===== src/rtl/ps2_pkg.sv =====
// Shared PS/2 definitions: transmit FSM states, keyboard command bytes
// and the host-to-device frame builder.
package ps2_pkg;

    typedef enum logic [2:0] {
        IDLE,
        INHIBIT,
        REQ,
        SEND,
        ACK,
        WAIT_IDLE,
        DONE,
        ERROR
    } tx_state_e;

    localparam logic [7:0] CMD_SET_LEDS = 8'hED;
    localparam logic [7:0] CMD_ENABLE   = 8'hF4;
    localparam logic [7:0] CMD_RESET    = 8'hFF;
    localparam logic [7:0] RSP_ACK      = 8'hFA;

    // {stop, odd parity, data}, shifted out LSB first.
    function automatic logic [9:0] tx_frame(input logic [7:0] d);
        return {1'b1, ~^d, d};
    endfunction

endpackage


===== src/rtl/ps2_edge_sync.sv =====
// Two-flop synchronizer for a raw PS/2 pin plus falling-edge strobe.
// Flops reset high so an idle bus never produces a spurious edge.
module ps2_edge_sync (
    input  logic clock,
    input  logic reset,
    input  logic pin_in,
    output logic sync_out,
    output logic fall
);

    logic meta_q, meta_d;
    logic sync_q, sync_d;
    logic prev_q, prev_d;

    always_comb begin
        meta_d = pin_in;
        sync_d = meta_q;
        prev_d = sync_q;
    end

    always_ff @(posedge clock) begin
        if (reset) begin
            meta_q <= 1'b1;
            sync_q <= 1'b1;
            prev_q <= 1'b1;
        end else begin
            meta_q <= meta_d;
            sync_q <= sync_d;
            prev_q <= prev_d;
        end
    end

    assign sync_out = sync_q;
    assign fall     = prev_q & ~sync_q;

endmodule


===== src/rtl/ps2_host_tx.sv =====
// PS/2 host-to-device transmitter: inhibit, request-to-send, clock out
// one byte on device clocks, then check the device ack bit.
module ps2_host_tx
    import ps2_pkg::*;
#(
    parameter int unsigned INHIBIT_CYCLES        = 1200,
    parameter int unsigned START_TIMEOUT_CYCLES  = 150000,
    parameter int unsigned PACKET_TIMEOUT_CYCLES = 20000
) (
    input  logic       clock,
    input  logic       reset,
    input  logic [7:0] tx_data,
    input  logic       tx_start,
    input  logic       ps2_clk_in,
    input  logic       ps2_data_in,
    output logic       ps2_clk_drive_low,
    output logic       ps2_data_drive_low,
    output logic       busy,
    output logic       tx_done,
    output logic       tx_error,
    output logic       err_timeout
);

    localparam int unsigned MAX_TO =
        (START_TIMEOUT_CYCLES > PACKET_TIMEOUT_CYCLES) ?
        START_TIMEOUT_CYCLES : PACKET_TIMEOUT_CYCLES;
    localparam int unsigned MAX_CYC =
        (MAX_TO > INHIBIT_CYCLES) ? MAX_TO : INHIBIT_CYCLES;
    localparam int CW = $clog2(MAX_CYC + 1);

    localparam logic [CW-1:0] INH_LAST = CW'(INHIBIT_CYCLES - 1);
    localparam logic [CW-1:0] STA_LAST = CW'(START_TIMEOUT_CYCLES - 1);
    localparam logic [CW-1:0] PKT_LAST = CW'(PACKET_TIMEOUT_CYCLES - 1);

    tx_state_e     state_q, state_d;
    logic [CW-1:0] cnt_q, cnt_d;
    logic [9:0]    shreg_q, shreg_d;
    logic [3:0]    bitcnt_q, bitcnt_d;
    logic          data_low_q, data_low_d;
    logic          err_q, err_d;

    logic clk_sync, clk_fall;
    logic data_sync, data_fall_unused;

    ps2_edge_sync u_clk_sync (
        .clock    (clock),
        .reset    (reset),
        .pin_in   (ps2_clk_in),
        .sync_out (clk_sync),
        .fall     (clk_fall)
    );

    ps2_edge_sync u_data_sync (
        .clock    (clock),
        .reset    (reset),
        .pin_in   (ps2_data_in),
        .sync_out (data_sync),
        .fall     (data_fall_unused)
    );

    always_comb begin
        state_d    = state_q;
        cnt_d      = cnt_q + CW'(1);
        shreg_d    = shreg_q;
        bitcnt_d   = bitcnt_q;
        data_low_d = data_low_q;
        err_d      = err_q;

        ps2_clk_drive_low  = 1'b0;
        ps2_data_drive_low = 1'b0;
        busy               = 1'b1;
        tx_done            = 1'b0;
        tx_error           = 1'b0;

        unique case (state_q)
            IDLE: begin
                busy       = 1'b0;
                cnt_d      = '0;
                data_low_d = 1'b0;
                if (tx_start) begin
                    shreg_d = tx_frame(tx_data);
                    err_d   = 1'b0;
                    state_d = INHIBIT;
                end
            end
            INHIBIT: begin
                ps2_clk_drive_low = 1'b1;
                if (cnt_q == INH_LAST) begin
                    // start bit goes out while the clock is still held
                    ps2_data_drive_low = 1'b1;
                    data_low_d         = 1'b1;
                    cnt_d              = '0;
                    state_d            = REQ;
                end
            end
            REQ: begin
                ps2_data_drive_low = data_low_q;
                if (clk_fall) begin
                    data_low_d = ~shreg_q[0];
                    bitcnt_d   = 4'd1;
                    cnt_d      = '0;
                    state_d    = SEND;
                end else if (cnt_q == STA_LAST) begin
                    err_d   = 1'b1;
                    state_d = ERROR;
                end
            end
            SEND: begin
                ps2_data_drive_low = data_low_q;
                if (cnt_q == PKT_LAST) begin
                    err_d   = 1'b1;
                    state_d = ERROR;
                end else if (clk_fall) begin
                    data_low_d = ~shreg_q[bitcnt_q];
                    bitcnt_d   = bitcnt_q + 4'd1;
                    if (bitcnt_q == 4'd9) begin
                        state_d = ACK;
                    end
                end
            end
            ACK: begin
                ps2_data_drive_low = data_low_q;
                if (cnt_q == PKT_LAST) begin
                    err_d   = 1'b1;
                    state_d = ERROR;
                end else if (clk_fall) begin
                    state_d = data_sync ? ERROR : WAIT_IDLE;
                end
            end
            WAIT_IDLE: begin
                ps2_data_drive_low = data_low_q;
                if (cnt_q == PKT_LAST) begin
                    err_d   = 1'b1;
                    state_d = ERROR;
                end else if (clk_sync && data_sync) begin
                    state_d = DONE;
                end
            end
            DONE: begin
                busy    = 1'b0;
                tx_done = 1'b1;
                state_d = IDLE;
            end
            ERROR: begin
                busy       = 1'b0;
                tx_error   = 1'b1;
                data_low_d = 1'b0;
                state_d    = IDLE;
            end
            default: begin
                state_d = IDLE;
            end
        endcase
    end

    always_ff @(posedge clock) begin
        if (reset) begin
            state_q    <= IDLE;
            cnt_q      <= '0;
            shreg_q    <= '0;
            bitcnt_q   <= '0;
            data_low_q <= 1'b0;
            err_q      <= 1'b0;
        end else begin
            state_q    <= state_d;
            cnt_q      <= cnt_d;
            shreg_q    <= shreg_d;
            bitcnt_q   <= bitcnt_d;
            data_low_q <= data_low_d;
            err_q      <= err_d;
        end
    end

    assign err_timeout = err_q;

endmodule

===== config.mk =====
export PLATFORM = sky130hd
export DESIGN_NAME = ps2_host_tx
export DESIGN_NICKNAME = d
export VERILOG_FILES = /design/src/rtl/ps2_pkg.sv /design/src/rtl/ps2_edge_sync.sv /design/src/rtl/ps2_host_tx.sv
export SDC_FILE = /design/constraint.sdc
export NUM_CORES = 1
export LEC_CHECK = 0
export ABC_AREA = 1
export BUFFER_PORTS_ARGS = -buffer_cell sky130_fd_sc_hd__clkbuf_2
export CORE_MARGIN = 2
export CORE_UTILIZATION = 60
export CTS_CLUSTER_SIZE = 24
export DETAILED_ROUTE_END_ITERATION = 8
export GPL_TIMING_DRIVEN = 0
export MAX_ROUTING_LAYER = met4
export PLACE_DENSITY = 0.77
export SLEW_MARGIN = 40
export SYNTH_ARGS = -nofsm -noshare
export SYNTH_HDL_FRONTEND = slang
export SYNTH_SLANG_ARGS = --single-unit

===== constraint.sdc =====
create_clock -name clock -period 1.9 [get_ports clock]
set_input_delay 0.095 -clock clock [delete_from_list [all_inputs] [get_ports clock]]
set_output_delay 0.095 -clock clock [all_outputs]
set_load 0.1 [all_outputs]

# ---- After elaboration in Yosys (flattened, before gate mapping)
# Cells that the tools add are included.
dict set report classes {
  addsub 2
  mul 0
  n_div 0
  n_lt_le_gt_ge 1
  eq_ne 24
  shift 0
  muxes 38
  n_bitwise 4
  reduce_logical 16
}
# op count
set ops {}
lappend ops {{18-bit case mux with 3 select lines} 1}
lappend ops {{18-bit two-way mux} 2}
lappend ops {{3-bit two-way mux} 11}
lappend ops {{3-bit case mux with 7 select lines} 1}
lappend ops {{18-bit by 1-bit adder with 18-bit output, second input constant} 1}
lappend ops {{18-bit by 11-bit equality test with 1-bit output, second input constant} 1}
lappend ops {{18-bit by 15-bit equality test with 1-bit output, second input constant} 1}
lappend ops {{18-bit equality test, second input constant} 1}
lappend ops {{3-bit != test, second input constant} 5}
lappend ops {{1-bit two-way mux} 14}
lappend ops {{2-bit != test, second input constant} 7}
lappend ops {{3-bit equality test, second input constant} 4}
lappend ops {{4-bit two-way mux} 3}
lappend ops {{5-bit AND reduction} 2}
lappend ops {{4-bit case mux with 2 select lines} 1}
lappend ops {{8-bit XNOR reduction} 1}
lappend ops {{7-bit AND reduction} 1}
lappend ops {{3-bit by 2-bit equality test with 1-bit output, second input constant} 2}
lappend ops {{3-bit OR reduction} 2}
lappend ops {{4-bit by 5-bit less-than comparator with 1-bit output, second input constant} 1}
lappend ops {{4-bit by 1-bit adder with 4-bit output, second input constant} 1}
lappend ops {{1-bit binary-select mux with 4-bit select} 1}
lappend ops {{4-bit equality test, second input constant} 1}
lappend ops {{1-bit case mux with 4 select lines} 1}
lappend ops {{other kinds (16)} 19}
dict set report word_totals {
  register_bits 42
  latchBits 0
  ramBits 0
  mem_bits_ro 0
  out_inout_bits 6
  elab_cells 96
  memories 0
}

# ---- Logic depth before layout (Yosys ltp)
dict set report logic_depth {
  ltp_word 6
  depth_mapped 12
  ltp_nobuf 12
}

# ---- Hierarchy
# From an unflattened synthesis, not the netlist that was laid out.
dict set report hier_totals {
  hier_cells 366
  hier_area_um2 2492.4
}
# module instances cells_each area_per_inst_um2 seq_area_each_um2
set by_module_without_submodules {}
lappend by_module_without_submodules {ps2_host_tx 1 342 2304.7 740.7}
lappend by_module_without_submodules {ps2_edge_sync 2 12 93.8 60.1}

# ---- Least setup slack after synthesis
# OpenSTA, ideal clock, no wires.
dict set report synth_timing {
  path_kind {register -> output}
  startpoint {register state_q[2]}
  endpoint {output port tx_done}
  arrival_time_ps 2645
  slack_ps -840
  stages_incl_launch_ff 4
  path_buffers 1
  path_cell_list {dfxtp_1 buf_6 inv_1 nor3_1}
}
dict set report synth_via {
  elab_chain_cells 2
}
# item line
set synth_lines {}
lappend synth_lines {{start: declaration} ps2_host_tx.sv:35} ;# tx_state_e state_q, state_d;
lappend synth_lines {{start signal: assignment} ps2_host_tx.sv:165} ;# state_q <= state_d;
lappend synth_lines {{3-bit equality test} ps2_host_tx.sv:75} ;# unique case (state_q)
lappend synth_lines {{1-bit two-way mux} ps2_host_tx.sv:75}
lappend synth_lines {{end: declaration} ps2_host_tx.sv:19} ;# output logic tx_done,
# Every way passes these cells.

# ---- Worst setup path after layout
dict set report layout_timing {
  startpoint {register cnt_q[0]}
  endpoint {output port ps2_data_drive_low}
}
dict set report layout_via {
  elab_chain_cells 3
}
# item line
set layout_lines {}
lappend layout_lines {{start: declaration} ps2_host_tx.sv:36} ;# logic [CW-1:0] cnt_q, cnt_d;
lappend layout_lines {{start signal: assignment} ps2_host_tx.sv:166} ;# cnt_q <= cnt_d;
lappend layout_lines {{18-bit by 11-bit equality test with 1-bit output} ps2_host_tx.sv:88} ;# if (cnt_q == INH_LAST) begin
lappend layout_lines {{1-bit two-way mux} ps2_host_tx.sv:88}
lappend layout_lines {{1-bit case mux with 2 select lines} ps2_host_tx.sv:75}
lappend layout_lines {{end: declaration} ps2_host_tx.sv:17} ;# output logic ps2_data_drive_low,
# Every way passes these cells.

==> impl_metrics.csv <==
group,metric,value,unit
timing,whs,0.05133,ns
die,die_area,4747,µm²
synth,synth_top_area_frac,0.3327,
cts,ctsHtreeMaxLevel,2,
drt,drc,0,
power,power.leakage,1.203,nW
power,ir_drop,593.8,µV
worst_hold_path,min_path_type,"in -> reg",
drt,drtAntennaViolNets,0,
critical_path,crit_arrival,1.72,ns
critical_path,cp-end-kind,"primary output",
synth,syn_area_per_cell,6.887,µm²
synth,yosys-top-cells-area,"dfxtp_1 (33%), nand2_1 (11%), inv_1 (6.8%)",
drt,first_pass_iters,4,
timing,clock_skew,0.005359,ns
cts,cts_tree,"done",
critical_path,required,1.80,ns
cts,worst_skew_pair.late_latency,0.29,ns
status,status,"complete, no violations",
drt,vias_per_cell,5.310,
global_routing,grt_max_degree,14,
critical_path,worstSetupStartpointType,"flop",
timing,rsz0062_at_grt,"false",
synth,synth_area_leader_cell,"dfxtp_1",
cells_and_area,diodes,0,
die,core,4029,µm²
timing,fin_crit_sh,0.9552,
global_routing,grt_use_total,0.2645,
power,p_per_area,1163,nW/µm²
global_routing,antenna_found_initial,0,
cts,cts_buffer_depth,2,
job,cap_violations,0,
timing,max_freq,0.5510,GHz
global_routing,grt_pass1_vias,2028,
synth,synth_seq_cells,42,
cells_and_area,drive_gt1_frac,0.2253,
global_routing,grt_remaining_overflow,0,
cells_and_area,final_cell_mix,"nand2_1 (75), inv_1 (45), dfxtp_1 (42)",
synth,async_reset_ff_frac,0,
cells_and_area,layoutNonFillerInstCount,445,
drt,drt-wirelength-per-cell,12.38,µm
cts,clk_pin_slew,0.08,ns
drt,vias,2363,
synth,ys_seq_area_frac,0.3327,
synth,synth_edf_count,0,
timing,tightest_slew,0.5391,ns
synth,synth_nets,386,
place,dp_cells,435,
cells_and_area,seq_area,840.8,µm²
cells_and_area,synthToLayoutAreaGrowth,13.47,%
place,io_buffers,18,
die,die_h,68.90,µm
synth,syn_area,2527,µm²
timing,maxSlewViolCount,0,
global_routing,busiest_layer,"met2",
place,place_hpwl,4.171,mm
timing,setup_violations,0,
synth,synth.distinct_cells,35,
cts,cts_root_buffer,"clkbuf_8",
die,fp.dieW,68.90,µm
die,io_pins,19,
drt,wirelength,5.510,mm
cells_and_area,num-fill-cells,363,
timing,slew_headroom,0.6421,
critical_path,critPathKind,"reg -> out",
drt,drt_iter0_drc,189,
die,start_util,0.6273,
cts,clock_sinks,42,
synth,syn_inst,367,
synth,yosysWarnings,0,
cells_and_area,final_nets,413,
timing,period_minus_slack,1.815,ns
cts,cts_made_buffers,5,
critical_path,crit_fanout,4,
global_routing,grtUsageMet1,0.3719,
synth,synth_ff_type,"dfxtp_1",
global_routing,use_met3,0.03409,
timing,hold_viol_final,0,
die,num_rows,23,
cells_and_area,multiInputGateArea,1454,µm²
place,gp_congestion,0.9451,
cells_and_area,mostFrequentLayoutCell,"nand2_1",
global_routing,grt_pass1_wl,9.128,mm
global_routing,groute.layer.met2.usage,0.4002,
[stage by stage]
| stage | total power [mW] | cell area, µm² | setup TNS, ns | setup WS (ns) | utilization |
|---|---|---|---|---|---|
| after detailed placement | 2.632 | 2713 | 0 | 0.1549 | 0.6733 |
| final | 3.334 | 2868 | 0 | 0.08521 | 0.7118 |
| after CTS | 3.341 | 2851 | 0 | 0.02068 | 0.7078 |
| after global placement | 2.610 | 2713 | 0 | 0.1243 | 0.6733 |
| after global routing | 3.548 | 2868 | 0 | 0.001201 | 0.7118 |
| after floorplan | 2.357 | 2560 | -0.01957 | -0.01957 | - |
[synth_stat cells, types with 4 or more instances]
master	number
o21ai_0	14
nand3_2	4
nor2_2	18
xor2_1	7
nand2_1	76
inv_1	46
dfxtp_1	42
xnor2_1	7
nand2_2	5
ha_1	6
nor3_1	13
nor2_1	35
nand3_1	22
or2_2	6
a21oi_1	20
nor2_4	5
nand4_1	8
inv_2	8
[cell families after synthesis]
family | Yosys count | synth area share
adder cells (fa/ha/maj) | 6 | 0.02970
AND/OR/NAND/NOR | 198 | 0.3876
buffers and inverters | 63 | 0.1074
XOR/XNOR | 14 | 0.04852
flip-flops | 42 | 0.3327
AO/OA/AOI/OAI | 44 | 0.09406
[layout make-up]
cell class | count | area share
multi-input combinational | 262 | 0.5070
sequential | 42 | 0.2932
inverter | 54 | 0.07199
timing repair buffer | 20 | 0.04363
clock buffer | 6 | 0.02531
buffer | 9 | 0.02400
tap | 50 | 0.02182
clock inverter | 2 | 0.01309
[metal layers]
layer	wire length [µm]	part of all wire	up-vias
met5	0	0	-
met4	67	0.012	0
met3	343	0.062	8
met2	2500	0.45	73
met1	2599	0.47	1058
li1	-	-	1224
[critical path: stages, from the launching register on]
cell and delay, ns:
dfxtp_1 0.40, ha_2 0.24, nand3_4 0.12, nor2_1 0.13, nand3_1 0.16, o22ai_2 0.18
buf_12 0.20
[report_power, final]
group	internal, mW	switching [mW]	total [mW]
Clock	0.392	0.308	0.700
Combinational	0.482	1.10	1.58
Sequential	0.994	0.0634	1.06
Total	1.87	1.47	3.33
[flip-flops by register name (all words and copies together), names as in the netlist]
register and count:
cnt_q 18, shreg_q 10, bitcnt_q 4, state_q 3, data_low_q 1, err_timeout 1
u_clk_sync.meta_q 1, u_clk_sync.prev_q 1, u_clk_sync.sync_out 1, u_data_sync.meta_q 1, u_data_sync.sync_out 1
[final timing paths]
| check | startpoint | to | slack (ns) | cells past startpoint |
|---|---|---|---|---|
| setup / recovery | cnt_q[0] | ps2_data_drive_low | 0.09 | 6 |
| hold / removal | reset | u_data_sync.meta_q | 0.05 | 2 |
| setup reg to reg | cnt_q[0] | bitcnt_q[3] | 0.15 | 10 |
| hold reg to reg | u_data_sync.meta_q | u_data_sync.sync_out | 0.41 | 1 |
[what timing repair did]
action,in CTS,in global routing
setup buffers,0,0
pin swaps,0,0
endpoints found under the setup margin,1,3
hold buffers,2,0
resized for setup,2,4
hold endpoints to repair,2,0
Note: power is estimated with default switching activity, not from simulation.
